## src/rtl/param_stack.sv

```systemverilog
// param_stack: single-clock LIFO of DEPTH x WIDTH registers.
// Supports push, pop, simultaneous push+pop (swap or pass-through),
// a combinational top-of-stack peek and sticky overflow/underflow flags.
module param_stack #(
  parameter int WIDTH = 8,
  parameter int DEPTH = 16
) (
  input  logic                     clk,
  input  logic                     rst,
  input  logic                     push,
  input  logic                     pop,
  input  logic [WIDTH-1:0]         din,
  input  logic                     clr_err,
  output logic [WIDTH-1:0]         dout,
  output logic                     ack,
  output logic [WIDTH-1:0]         top,
  output logic [$clog2(DEPTH):0]   count,
  output logic                     full,
  output logic                     empty,
  output logic                     overflow,
  output logic                     underflow
);

  localparam int AW = $clog2(DEPTH);
  localparam int CW = AW + 1;
  localparam logic [CW-1:0] FULL_CNT = CW'(DEPTH);
  localparam logic [CW-1:0] ONE_CNT  = CW'(1);
  localparam logic [AW-1:0] ONE_IDX  = AW'(1);

  logic [WIDTH-1:0] mem [DEPTH];

  logic [AW-1:0]    wr_idx;
  logic [AW-1:0]    top_idx;
  logic             do_push;
  logic             do_pop;
  logic             do_swap;
  logic             do_pass;
  logic             ovf_ev;
  logic             unf_ev;
  logic             accept;
  logic             dout_ld;
  logic [WIDTH-1:0] dout_nxt;
  logic [CW-1:0]    count_nxt;

  assign full  = (count == FULL_CNT);
  assign empty = (count == '0);

  // Free slot sits at count; top entry at count-1. When full, the low
  // AW bits of count are zero, so count-1 wraps to DEPTH-1 as intended.
  assign wr_idx  = count[AW-1:0];
  assign top_idx = count[AW-1:0] - ONE_IDX;
  assign top     = empty ? '0 : mem[top_idx];

  // Decode the request against the current fill level.
  always_comb begin
    do_push   = push & ~pop & ~full;
    do_pop    = pop & ~push & ~empty;
    do_swap   = push & pop & ~empty;
    do_pass   = push & pop & empty;
    ovf_ev    = push & ~pop & full;
    unf_ev    = pop & ~push & empty;
    accept    = do_push | do_pop | do_swap | do_pass;
    dout_ld   = do_pop | do_swap | do_pass;
    dout_nxt  = do_pass ? din : mem[top_idx];
    count_nxt = count;
    if (do_push)     count_nxt = count + ONE_CNT;
    else if (do_pop) count_nxt = count - ONE_CNT;
  end

  // Storage array: written only by an accepted push or swap, never reset.
  always_ff @(posedge clk) begin
    if (!rst) begin
      if (do_push)      mem[wr_idx]  <= din;
      else if (do_swap) mem[top_idx] <= din;
    end
  end

  // Control state, returned word, handshake pulse and sticky error flags.
  always_ff @(posedge clk) begin
    if (rst) begin
      count     <= '0;
      dout      <= '0;
      ack       <= 1'b0;
      overflow  <= 1'b0;
      underflow <= 1'b0;
    end else begin
      count     <= count_nxt;
      ack       <= accept;
      if (dout_ld) dout <= dout_nxt;
      overflow  <= ovf_ev | (overflow & ~clr_err);
      underflow <= unf_ev | (underflow & ~clr_err);
    end
  end

endmodule

```

## config.mk

```make
export PLATFORM = sky130hd
export DESIGN_NAME = param_stack
export DESIGN_NICKNAME = d
export VERILOG_FILES = /design/src/rtl/param_stack.sv
export SDC_FILE = /design/constraint.sdc
export NUM_CORES = 1
export LEC_CHECK = 0
export CAP_MARGIN = 20
export CORE_MARGIN = 2
export CORE_UTILIZATION = 35
export CTS_CLUSTER_SIZE = 10
export DETAILED_ROUTE_END_ITERATION = 8
export MAX_ROUTING_LAYER = met4
export SLEW_MARGIN = 25
export SYNTH_ARGS = -nofsm -noshare
export SYNTH_HDL_FRONTEND = slang
export SYNTH_SLANG_ARGS = --single-unit
```

## constraint.sdc

```tcl
create_clock -name clk -period 5.9 [get_ports clk]
set_clock_uncertainty 0.15 [all_clocks]
set_input_delay 0.885 -clock clk [delete_from_list [all_inputs] [get_ports clk]]
set_output_delay 0.885 -clock clk [all_outputs]
set_load 0.01 [all_outputs]
```

## After elaboration in Yosys (flattened, before gate mapping)

Memories as Yosys holds them, arrays and structs flattened.
Index checks and enable logic that the tools add are counted.

| word-level totals | value |
|---|---|
| flip-flop bits (word level) | 16 |
| memory bits (writable) | 128 |
| input bits | 13 |
| word-level logic and storage cells | 50 |
| memories kept | 1 |

Memory list:

| name | words | width | rd ports | clocked after memory_dff | wr ports | line | text |
|---|---|---|---|---|---|---|---|
| mem | 16 | 8 | 1 | 0 | 1 | 30 | `logic [WIDTH-1:0] mem [DEPTH];` |

| cells by class | value |
|---|---|
| $add $sub $neg | 3 |
| equal/unequal tests | 1 |
| mux-type cells | 14 |
| bitwise gates (word level) | 23 |
| reductions and logical operators | 3 |

Operator list:

| operator | number |
|---|---|
| 2-to-1 mux 8 bit | 3 |
| AND 1 bit | 11 |
| 2-to-1 mux 5 bit | 2 |
| 2-to-1 mux 1 bit | 8 |
| OR reduction 8 bit | 1 |
| bitwise OR 1 bit | 7 |
| adder 5 x 1 -> 5 bit, second input constant | 1 |
| equality test 5 bit, second input constant | 1 |
| zero test 5 bit | 1 |
| inverter 1 bit | 5 |
| subtractor 5 x 1 -> 5 bit, second input constant | 1 |
| 2-to-1 mux 4 bit | 1 |
| subtractor 4 x 1 -> 4 bit, second input constant | 1 |
| nonzero test 2 bit | 1 |

## Longest topological paths before layout

| logic depth | value |
|---|---|
| word-level depth | 9 |
| depth in mapped cells | 15 |
| depth with buffers taken out | 12 |

## Least setup slack after synthesis

OpenSTA, ideal clock, no wires.

| path | value |
|---|---|
| path type | flip-flop to output port |
| start | register count[0] |
| end | output top[5] |
| data arrival time | 2.621 ns |
| data required time | 4.865 ns |
| setup slack | 2.244 ns |
| stages on the path, launching flop included | 13 |
| path through | dfxtp_1 buf_6 buf_4 buf_2 inv_1 ha_1 buf_2 clkbuf_1 mux4_2 inv_1 o22ai_1 a221oi_2 nor2_1 |

| between the ends | value |
|---|---|
| cells in the longest elaborated chain, start to end | 3 |
| elaborated cells on any way between the ends | 4 |
| classes of those cells | add/sub (1); mux (1); reduce/logical (1); memory (1) |

RTL lines:

| item | line | text |
|---|---|---|
| from (decl) | 17 | `output logic [$clog2(DEPTH):0] count,` |
| from (signal assigned) | 87 | `count <= count_nxt;` |
| subtractor 4 x 1 -> 4 bit | 51 | `assign top_idx = count[AW-1:0] - ONE_IDX;` |
| memory (16 x 8 bit) | - |  |
| 2-to-1 mux 8 bit (*) | 52 | `assign top = empty ? '0 : mem[top_idx];` |
| to (decl) | 16 | `output logic [WIDTH-1:0] top,` |

Every way passes the cells marked *; elsewhere a longest branch is shown, timed or not.

## Final worst setup path

| path | value |
|---|---|
| start | register count[1] |
| end | output top[6] |

Same word-level chain as after synthesis.

==> metrics.md <==
| Metric | Value |
|---|---|
| Routed len/inst | 20.23 um |
| HP Class | reg -> reg |
| Synth area leader | edfxtp_1 |
| Peak supply drop | 0.0004104 V |
| Met3 usage | 4.400% |
| Dpl ws | 1.401 ns |
| Routed vias | 3402 |
| Via density | 5.242 |
| Cts bufs inserted | 17 |
| Worst-path clk slew | 0.06 ns |
| Largest net degree at the start of global routing | 44 |
| Worst Slack Setup Final | 1.003 ns |
| Fin crit share | 83.01% |
| Simple-Gate Fraction of Synth Area | 5.712% |
| Met1 GRT Util | 20.58% |
| Final setup viols | 0 |
| DP Wirelength | 8.533 mm |
| GRT Util Overall | 15.72% |
| Layout cells sized above 1 | 20.05% |
| Post-synthesis instance area | 0.006133 mm^2 |
| WHS Path Cells | 2 |
| Leakage | 2.331 nW |
| Max-slew headroom | 38.42% |
| Core Area | 0.01724 mm^2 |
| Diodes inserted | 0 |
| Syn Nets | 389 |
| GR peak layer | met2 |
| Slew Limit Fails | 0 |
| Reg2reg end | mem[12][7] |
| Fmax achieved | 204.2 MHz |
| TNS Setup | 0 ns |
| Worst Path Arrival | 3.86 ns |
| Reg2Reg Depth | 9 |
| Initial antenna violation count | 0 |
| Die X | 136.4 um |
| Synth Area in Adders | 1.550% |
| # hold bufs at CTS | 0 |
| Std cell rows | 48 |
| Nets@finish | 432 |
| Sequential cell area fraction in the yosys report | 67.89% |
| PostCTS Resize Cnt | 0 |
| R2R Setup Slk | 2.38 ns |
| Number of hold-slack violations in the final timing report | 0 |
| # IOs | 39 |
| Iteration-0 DRC Markers | 186 |
| First-pass GRT wire length | 20.19 mm |
| Worst EP required | 4.87 ns |
| CTS Root Cell | clkbuf_16 |
| Synth top area cells | edfxtp_1 63%, mux4_2 12%, dfxtp_1 5.2%, nor2_1 2.4%, a221oi_2 2.2% |
| Worst Tran Pin Value | 0.9202 ns |
| Final GP Congestion | 0.8665 |
| Ys async rst share | 0% |
| RR Startpoint | count[1] |
| Non-Filler Instances | 649 |
| Yosys warning total | 0 |
| Worst-path cell chain | inv_1 -> ha_1 -> buf_4 -> mux4_2 -> inv_1 -> a2bb2o_4 -> a221oi_2 -> nor2_1 -> clkdlybuf4s50_1 |
| Synth Area in XOR/XNOR | 0.9792% |
| Mux contribution to synthesized area | 12.08% |
| Setup Buffers After CTS | 0 |
| DRC violations left | 0 |
| Overall power | 3.908 mW |
| Mapped Cells | 369 |
| Cell mode on critical path | inv_1 |
| Max clock buf depth | 2 |
| Clock latency on the worst-skew pair | 0.42 ns |
| Slowest stage cell on the critical path | ha_1 |
| Max Cap Viol | 0 |
| Remaining Overflow, GRT | 0 |
| Post-synth EDFFs | 128 |
| I/O Buffers | 38 |
| Die ar. | 0.01860 mm^2 |
| Largest family of logic cells by synthesized area | multiplexers |
| Element type at the critical path start | register |
| Yosys top cell area share | 62.67% |
| Antenna viol nets, final | 0 |
| Hold path endpoint | underflow |
| RSZ-0062 raised after global routing | no |
| M2 GR Usage | 23.98% |
| Yosys cell types | 48 |
| Outcome | completed |
| Initial Utilization | 35.58% |
| Post-synth top flop | edfxtp_1 |
| Max incr delay on CP | 0.84 ns |
| TritonRoute pass-1 iters | 5 |
| Crit Path Class | reg -> out |
| Chip Height | 136.4 um |
| Compound-Gate Fraction of Synth Area | 8.792% |
| Crit path max fanout | 19 |
| Tmin final | 4.897 ns |
| Critical path endpoint category | output port |
| Final WL | 13.13 mm |
| #FFs+latches synth | 144 |
| Hold_sp | underflow |
| Hold slack | 0.3261 ns |
| Placed insts | 618 |
| TritonCTS clock tree | yes |
| Clock sink count | 144 |
| H-tree lvl count | 4 |
| Vias in the first global route | 3440 |
| Syn-to-layout area delta | 19.38% |
| PwrDens | 533.8 mW/mm^2 |
| Syn avg cell area | 16.62 um^2 |
through the flow:
step	utilization, %	instance area, um^2
finish	42.48	7322
global route	42.48	7322
CTS	42.48	7322
detailed placement	39.00	6721
global placement	39.00	6721
floorplan	-	6133
layer usage:
metal	share of wire (%)	vias to the layer above
met1	46	1747
met3	4.6	8
met5	0	-
met2	48	99
met4	0.73	0
li1	-	1548
area by class of cell:
class | instances | area, um^2
fillers | 1503 | 9915
inverters | 23 | 86.33
clock buffers | 19 | 432.9
flip-flops and latches | 144 | 4165
well taps | 225 | 281.5
repair buffers | 41 | 402.9
clock inverters | 12 | 167.7
multi-input cells | 185 | 1785
worst max-delay path, delay by kind of cell (launching register included):
family	cells	cell delay [ns]
AOI/OAI and AO/OA	2	0.46
adders and majority gates	1	0.84
buffers and inverters	4	1.18
DFF	1	0.56
muxes	1	0.34
and+or+nand+nor	1	0.07
cell usage after synthesis (4+ instances only):
master / instances
a22oi_1: 8
nor3_1: 5
clkbuf_1: 5
a221oi_2: 9
o22ai_1: 16
ha_1: 6
o21ai_0: 13
inv_1: 12
edfxtp_1: 128
nand2_1: 6
nand2b_1: 4
buf_2: 6
nor2_1: 39
a21oi_1: 8
clkinv_1: 10
dfxtp_1: 16
mux4_2: 32
cell usage in the layout (no fill, tap or decap), types with 4 or more instances in the layout:
| cell type | count |
|---|---|
| clkinv_2 | 5 |
| clkinv_1 | 10 |
| o22ai_1 | 16 |
| nand2b_1 | 4 |
| dfxtp_1 | 15 |
| o21ai_0 | 13 |
| a22oi_1 | 8 |
| bufinv_16 | 4 |
| inv_1 | 12 |
| mux4_2 | 32 |
| nor2_1 | 39 |
| a221oi_2 | 9 |
| a21oi_1 | 8 |
| clkdlybuf4s50_1 | 38 |
| clkbuf_16 | 17 |
| edfxtp_1 | 128 |
| nor3_1 | 5 |
| ha_1 | 6 |
| nand2_1 | 6 |
kinds of logic (layout without fill, tap and decap cells):
logic type,count (synthesis),in the layout
flops,144,144
simple gates,70,70
compound gates,68,68
buf+inv,40,95
mux,34,34
fa+ha+maj,7,7
xor+xnor,6,6
worst max path at each step:
stage,start,endpoint,slack (ns)
detailed placement,count[1],top[6],1.40
CTS,count[1],top[6],0.94
finish,count[1],top[6],1.00
floorplan,count[0],top[5],2.24
global route,count[1],top[6],0.76
global placement,count[1],top[6],1.44
where the power goes:
group	switching (mW)	leakage, nW	internal (mW)	total, mW
combinational	0.841	0.758	0.704	1.54
clock	0.389	0.288	0.700	1.09
sequential	0.0736	1.28	1.20	1.27
total	1.30	2.33	2.60	3.91
state kept, by name (all words and copies together), names as in the netlist:
register and cells:
mem 128, count 5, dout 8, ack 1, underflow 1, overflow 1
No activity file was read; power rests on OpenSTA's default activity.
